[config.mk]
export PLATFORM = sky130hd
export DESIGN_NAME = sp_ram_arbiter
export DESIGN_NICKNAME = d
export VERILOG_FILES = /design/src/rtl/sp_ram_arbiter.sv
export SDC_FILE = /design/constraint.sdc
export NUM_CORES = 1
export LEC_CHECK = 0
export BUFFER_PORTS_ARGS = -buffer_cell sky130_fd_sc_hd__buf_2
export CORE_AREA = 2 2 108 110
export CTS_CLUSTER_SIZE = 25
export DETAILED_ROUTE_END_ITERATION = 8
export DIE_AREA = 0 0 110 112
export PLACE_DENSITY_LB_ADDON = 0.2
export REMOVE_ABC_BUFFERS = 1
export SYNTH_ARGS = -nofsm -noshare
export SYNTH_HDL_FRONTEND = slang
export SYNTH_SLANG_ARGS = --single-unit
[constraint.sdc]
create_clock -name clk -period 1.8 [get_ports clk]
set_input_delay 0 -clock clk [delete_from_list [all_inputs] [get_ports clk]]
set_output_delay 0 -clock clk [all_outputs]
set_load 0.1 [all_outputs]
[src/rtl/sp_ram_arbiter.sv]
// Two-port arbiter in front of a single-port RAM: combinational round-robin grant,
// one-cycle response routing, per-port read-data hold and a saturating conflict counter.
module sp_ram_arbiter #(
    parameter int ADDR_WIDTH = 15,
    parameter int DATA_WIDTH = 32
) (
    input  logic                    clk,
    input  logic                    rstn_i,

    input  logic                    p0_req_i,
    output logic                    p0_gnt_o,
    input  logic [ADDR_WIDTH-1:0]   p0_addr_i,
    input  logic                    p0_we_i,
    input  logic [DATA_WIDTH/8-1:0] p0_be_i,
    input  logic [DATA_WIDTH-1:0]   p0_wdata_i,
    output logic                    p0_rvalid_o,
    output logic [DATA_WIDTH-1:0]   p0_rdata_o,

    input  logic                    p1_req_i,
    output logic                    p1_gnt_o,
    input  logic [ADDR_WIDTH-1:0]   p1_addr_i,
    input  logic                    p1_we_i,
    input  logic [DATA_WIDTH/8-1:0] p1_be_i,
    input  logic [DATA_WIDTH-1:0]   p1_wdata_i,
    output logic                    p1_rvalid_o,
    output logic [DATA_WIDTH-1:0]   p1_rdata_o,

    output logic                    ram_en_o,
    output logic [ADDR_WIDTH-1:0]   ram_addr_o,
    output logic [DATA_WIDTH-1:0]   ram_wdata_o,
    output logic                    ram_we_o,
    output logic [DATA_WIDTH/8-1:0] ram_be_o,
    input  logic [DATA_WIDTH-1:0]   ram_rdata_i,

    output logic [15:0]             conflict_cnt_o
);

    localparam logic [0:0] PRIO_P0 = 1'b0;
    localparam logic [0:0] PRIO_P1 = 1'b1;

    logic [0:0]            state_q, state_d;
    logic                  own_valid_q, own_valid_d;
    logic                  own_port_q, own_port_d;
    logic                  own_read_q, own_read_d;
    logic [DATA_WIDTH-1:0] rdata0_q, rdata0_d;
    logic [DATA_WIDTH-1:0] rdata1_q, rdata1_d;
    logic [15:0]           cnt_q, cnt_d;

    always_comb begin
        p0_gnt_o = p0_req_i & (~p1_req_i | (state_q == PRIO_P0));
        p1_gnt_o = p1_req_i & ~p0_gnt_o;
        ram_en_o = p0_gnt_o | p1_gnt_o;

        if (p1_gnt_o) begin
            ram_addr_o  = p1_addr_i;
            ram_wdata_o = p1_wdata_i;
            ram_we_o    = p1_we_i;
            ram_be_o    = p1_be_i;
        end else begin
            ram_addr_o  = p0_addr_i;
            ram_wdata_o = p0_wdata_i;
            ram_we_o    = p0_we_i & p0_gnt_o;
            ram_be_o    = p0_gnt_o ? p0_be_i : '0;
        end
    end

    always_comb begin
        state_d = state_q;
        if (p0_gnt_o) begin
            state_d = PRIO_P1;
        end else if (p1_gnt_o) begin
            state_d = PRIO_P0;
        end

        own_valid_d = ram_en_o;
        own_port_d  = p1_gnt_o;
        own_read_d  = ~ram_we_o;

        cnt_d = cnt_q;
        if (p0_req_i && p1_req_i && (cnt_q != 16'hFFFF)) begin
            cnt_d = cnt_q + 16'd1;
        end
    end

    // Read data passes straight through in the response cycle and is then held.
    always_comb begin
        p0_rvalid_o = own_valid_q & ~own_port_q;
        p1_rvalid_o = own_valid_q & own_port_q;
        p0_rdata_o  = (p0_rvalid_o && own_read_q) ? ram_rdata_i : rdata0_q;
        p1_rdata_o  = (p1_rvalid_o && own_read_q) ? ram_rdata_i : rdata1_q;
        rdata0_d    = p0_rdata_o;
        rdata1_d    = p1_rdata_o;
    end

    assign conflict_cnt_o = cnt_q;

    always_ff @(posedge clk or negedge rstn_i) begin
        if (!rstn_i) begin
            state_q     <= PRIO_P0;
            own_valid_q <= 1'b0;
            own_port_q  <= 1'b0;
            own_read_q  <= 1'b0;
            rdata0_q    <= '0;
            rdata1_q    <= '0;
            cnt_q       <= '0;
        end else begin
            state_q     <= state_d;
            own_valid_q <= own_valid_d;
            own_port_q  <= own_port_d;
            own_read_q  <= own_read_d;
            rdata0_q    <= rdata0_d;
            rdata1_q    <= rdata1_d;
            cnt_q       <= cnt_d;
        end
    end

endmodule

; After elaboration in Yosys (flattened, before gate mapping)
; Index checks and enable logic that the tools add are counted.
[word_totals]
latch_bits = 0
ram_bits = 0
mem_count = 0
romBits = 0
ff_bits = 84
[op_classes]
n_bitwise = 12
n_lt_le_gt_ge = 0
eq_ne = 1
shift = 0
muxes = 9
n_reduce_logical = 5
n_addsub = 1
div = 0
mul = 0
[op_table]
columns = operator, count
row1 = $mux 32, 3
row2 = $add 16x1->16 const B, 1
row3 = $ne 16x16->1 const B, 1
row4 = $mux 15, 1
row5 = $mux 4, 2
row6 = $and 1x1->1, 5
row7 = $not 1->1, 5
row8 = $logic_and 1x1->1, 4
row9 = $mux 1, 3
row10 = $or 1x1->1, 2
row11 = $reduce_bool 2->1, 1

; Longest topological paths before layout
[logic_depth]
word_depth = 7
depth_mapped = 6
ltp_nobuf = 5

; Least setup slack after synthesis
; OpenSTA, ideal clock, no wires.
[synth_path]
path_kind = register -> output
start = reg state_q
end = out ram_be_o[0]
required_ns = 1.800
path_slack_ns = -1.573
arrival_ns = 3.373
path_stages_with_launch = 4
path_cell_list = dfrtp_1 > a21oi_1 > clkbuf_1 > o21ai_0
[synth_via]
elab_chain_len = 6
word_cells_on_any_way = 7
classes_between = mux (2) / bitwise (5)
[synth_lines]
columns = element, line_no
row1 = start: declaration, 41  ; logic [0:0] state_q, state_d;
row2 = start signal: assignment, 107  ; state_q <= state_d;
row3 = $not 1->1 *, 50  ; p0_gnt_o = p0_req_i & (~p1_req_i | (state_q == PRIO_P0));
row4 = $or 1x1->1 *, 50
row5 = $and 1x1->1 *, 50
row6 = via p0_gnt_o, 11  ; output logic p0_gnt_o,
row7 = $not 1->1, 51  ; p1_gnt_o = p1_req_i & ~p0_gnt_o;
row8 = $and 1x1->1, 51
row9 = $mux 4 *, 54  ; if (p1_gnt_o) begin
row10 = end: declaration, 32  ; output logic [DATA_WIDTH/8-1:0] ram_be_o,
; The timed path passes the listed nets; every way through them passes the cells marked *.

; Worst setup path in the final report
[layout_path]
start = reg state_q
end = out ram_wdata_o[10]
[layout_via]
elab_chain_len = 6
[layout_lines]
columns = element, line_no
row1 = $not 1->1, 50
row2 = $or 1x1->1, 50
row3 = $and 1x1->1, 50
row4 = $not 1->1, 51
row5 = $and 1x1->1, 51
row6 = $mux 32, 54
row7 = end: declaration, 30  ; output logic [DATA_WIDTH-1:0] ram_wdata_o,
; No other way between the ends.

==> out/results.ini <==
[layout]
fin_cells = 769
drive_gt1_share_pct = 69.4
final_area_sq_mm = 0.00801
area_growth_syn_to_layout_pct = 103
nets = 761

[worst_setup_path]
crit_family = buffers and inverters
cp_data_arrival_time_ns = 1.81
crit_path_end_kind = output port
crit_fanout = 7
startpoint = state_q
max_stage_delay_ns = 0.43
path_cells = o21ai_4 -> buf_6 -> clkbuf_16 -> mux2_4 -> buf_12
cp-start-kind = flop
timing.rr.end = conflict_cnt_o[1]
crit_cells = 5
worstSetupPathType = reg2out
cp.required_ns = 1.80
cp_num_buf_inv = 3
crit_end = ram_wdata_o[10]
r2r_cells = 4
worstReg2RegStart = conflict_cnt_o[0]
r2r_slack_ns = 0.13
cp_slowest_cell = dfrtp_2

[pwr]
swShare_pct = 50.1
p_per_area_mw_per_mm2 = 1390
pwr-share-seq_pct = 21.8
peakVddDrop_v = 0.00108
intPower_w = 0.00558
p_clk_share_pct = 15.5
p_switching_w = 0.00560
p_leak_nw = 3.87
p_comb_share_pct = 62.7
totalPowerFinal_w = 0.0112

[detailed_routing]
drt-vias-per-instance = 4.86
wl_per_cell_um = 19.4
routed_wl_um = 14900
dr.pass1.iters = 4
ant_nets = 0
vias = 3740
remaining_drc_errors = 0
drt-initial-drc-count = 97

[grt]
grt_max_degree = 52
grt_pass1_vias = 3892
antenna_found_initial = 1
grt_pass1_wl_um = 20700
grt_usage_pct = 21.9
grt-ovfl-total = 0

[logic_synthesis]
synth.distinct_cells = 31
syn_area_per_cell_sq_um = 13.5
synth_top_area_share_pct = 53.3
syn_area_sq_mm = 0.00394
synth_top_cell_by_area = dfrtp_1
seq_area_frac_synth_pct = 53.3
netlist_instances = 291
yosys_warnings = 0
ys_ff_latch = 84
synth_area_leaders = dfrtp_1 (53%), mux2_2 (32%), xnor2_1 (1.8%), nand2_1 (1.5%), nand4_1 (1.3%)

[timing]
maxSlewHeadroom_pct = 57.8
setup_viol = 2
fmax_mhz = 553
period_share_pct = 100
whs_ns = 0.0289
finalHoldViolCount = 0
fin_crit_ns = 1.81
drv_slew = 0
rsz0062_at_grt = true
tightest_slew_ns = 0.633
worst_slack_ns = -0.00692
fin_skew_ns = 0.00995

[clock_tree]
cts_tree = yes
clock_sinks = 84
cts_root_buffer = clkbuf_16
htree_levels = 3
clk_pin_slew_worst_paths_ns = 0.06
clk_latency_ns = 0.32
cts_made_buffers = 9
clockBufferDepth = 2

[run_status]
outcome = complete, but fails checks
violations = negative setup slack

[floorplan]
fp.dieH_um = 112
die_w_um = 110
start_util_pct = 35.3
rows = 39
dieArea_sq_mm = 0.0123
top_level_ports = 277
core_area_sq_mm = 0.0112

[placement]
dp_hpwl_um = 10100
place_ws_ns = 0.0931
gp_congestion = 0.934
placed_cells = 708
postPlaceCellArea_sq_mm = 0.00662
portBuffers = 276

[hold_path]
hold_class = in2reg
min_path_cells = 2

[flow_run]
maxCapViolCount = 0

==> flip-flops by register name, indices dropped and copies added, names as in the netlist <==
| register | cells |
|---|---|
| rdata0_q | 32 |
| rdata1_q | 32 |
| conflict_cnt_o | 16 |
| own_port_q | 1 |
| own_read_q | 1 |
| own_valid_q | 1 |
| state_q | 1 |
==> cell type report <==
type,count,area [sq um]
flip-flops and latches,84,2100
multi-input cells,190,1890
clock buffers,11,243
repair buffers,332,3550
clock inverters,5,41.3
diodes,1,2.50
inverters,3,11.3
fillers,741,3160
well taps,143,179
==> power by group through the flow <==
stage | combinational, W | clock, W | sequential, W
CTS | 0.00675 | 0.00179 | 0.00243
global placement | 0.00653 | 0 | 0.00245
finish | 0.00701 | 0.00173 | 0.00244
floorplan | 0.00404 | 0 | 0.00286
detailed placement | 0.00657 | 0 | 0.00247
global route | 0.00718 | 0.00187 | 0.00248
==> metrics by stage <==
| stage | utilization (%) | setup TNS (ns) |
|---|---|---|
| after detailed placement | 59.3 | 0 |
| after global routing | 71.7 | -0.764 |
| after CTS | 67.0 | -0.376 |
| final | 71.7 | -0.00733 |
| after floorplan | - | -197.22 |
| after global placement | 59.3 | 0 |
==> cell families after synthesis <==
logic type,synth area share [%]
AND/OR/NAND/NOR,6.44
AO/OA/AOI/OAI,2.13
multiplexers,32.9
buffers and inverters,2.25
adder cells (fa/ha/maj),0.317
XOR/XNOR,2.67
flip-flops,53.3
==> per-layer routing <==
layer,part of all wire [%],track usage [%],vias up
li1,-,-,1701
met1,38,25.9,1849
met2,54,38.7,172
met3,6.9,5.56,18
met4,1.9,6.41,0
met5,0,0,-
==> repair_timing <==
action	4_1_cts	5_1_grt
hold endpoints to repair	113	0
gates cloned	1	3
setup endpoints to repair	47	103
gates resized for setup	62	127
setup buffers	1	5
hold buffers	34	0
pin swaps	1	1
==> Yosys cell counts <==
| master | number |
|---|---|
| xnor2_1 | 8 |
| o21ai_0 | 8 |
| ha_1 | 1 |
| mux2_4 | 1 |
| and2_1 | 3 |
| a21oi_1 | 2 |
| nand4_2 | 1 |
| nand3_1 | 7 |
| nand4_1 | 8 |
| nor3_1 | 4 |
| and2_2 | 1 |
| dfrtp_1 | 84 |
| nand3b_1 | 1 |
| buf_1 | 2 |
| mux2_2 | 112 |
| or2_2 | 1 |
| mux2i_1 | 2 |
| buf_2 | 8 |
| and3_1 | 1 |
| o41a_1 | 1 |
| nor2b_1 | 1 |
| xor2_1 | 4 |
| a2111oi_2 | 1 |
| nor4_1 | 1 |
| nor2_1 | 3 |
| buf_6 | 2 |
| inv_1 | 3 |
| clkbuf_1 | 2 |
| nand2_1 | 16 |
| or2_0 | 1 |
| o21a_1 | 1 |
==> cells in the final DEF, fill, tap and decap left out, types with 2 or more instances in the layout <==
cell type / instances
o21ai_0: 7
buf_12: 102
mux2_2: 83
clkbuf_16: 12
inv_1: 3
xnor2_1: 8
nor2_1: 3
a21oi_1: 2
buf_4: 30
mux2i_1: 2
buf_6: 4
and2_1: 3
inv_6: 3
dlygate4sd3_1: 34
buf_2: 158
mux2_4: 30
clkinvlp_4: 2
nand4_1: 8
nor3_1: 4
nand2_1: 16
nand3_1: 6
dfrtp_1: 83
xor2_1: 4
==> worst min path at each step <==
stage,from,end
finish,ram_rdata_i[13],rdata1_q[13]
global route,ram_rdata_i[13],rdata1_q[13]
CTS,ram_rdata_i[13],rdata1_q[13]
detailed placement,rstn_i,rdata1_q[18]
global placement,rstn_i,rdata0_q[18]
floorplan,rstn_i,conflict_cnt_o[0]
(Power assumes the default switching activity.)
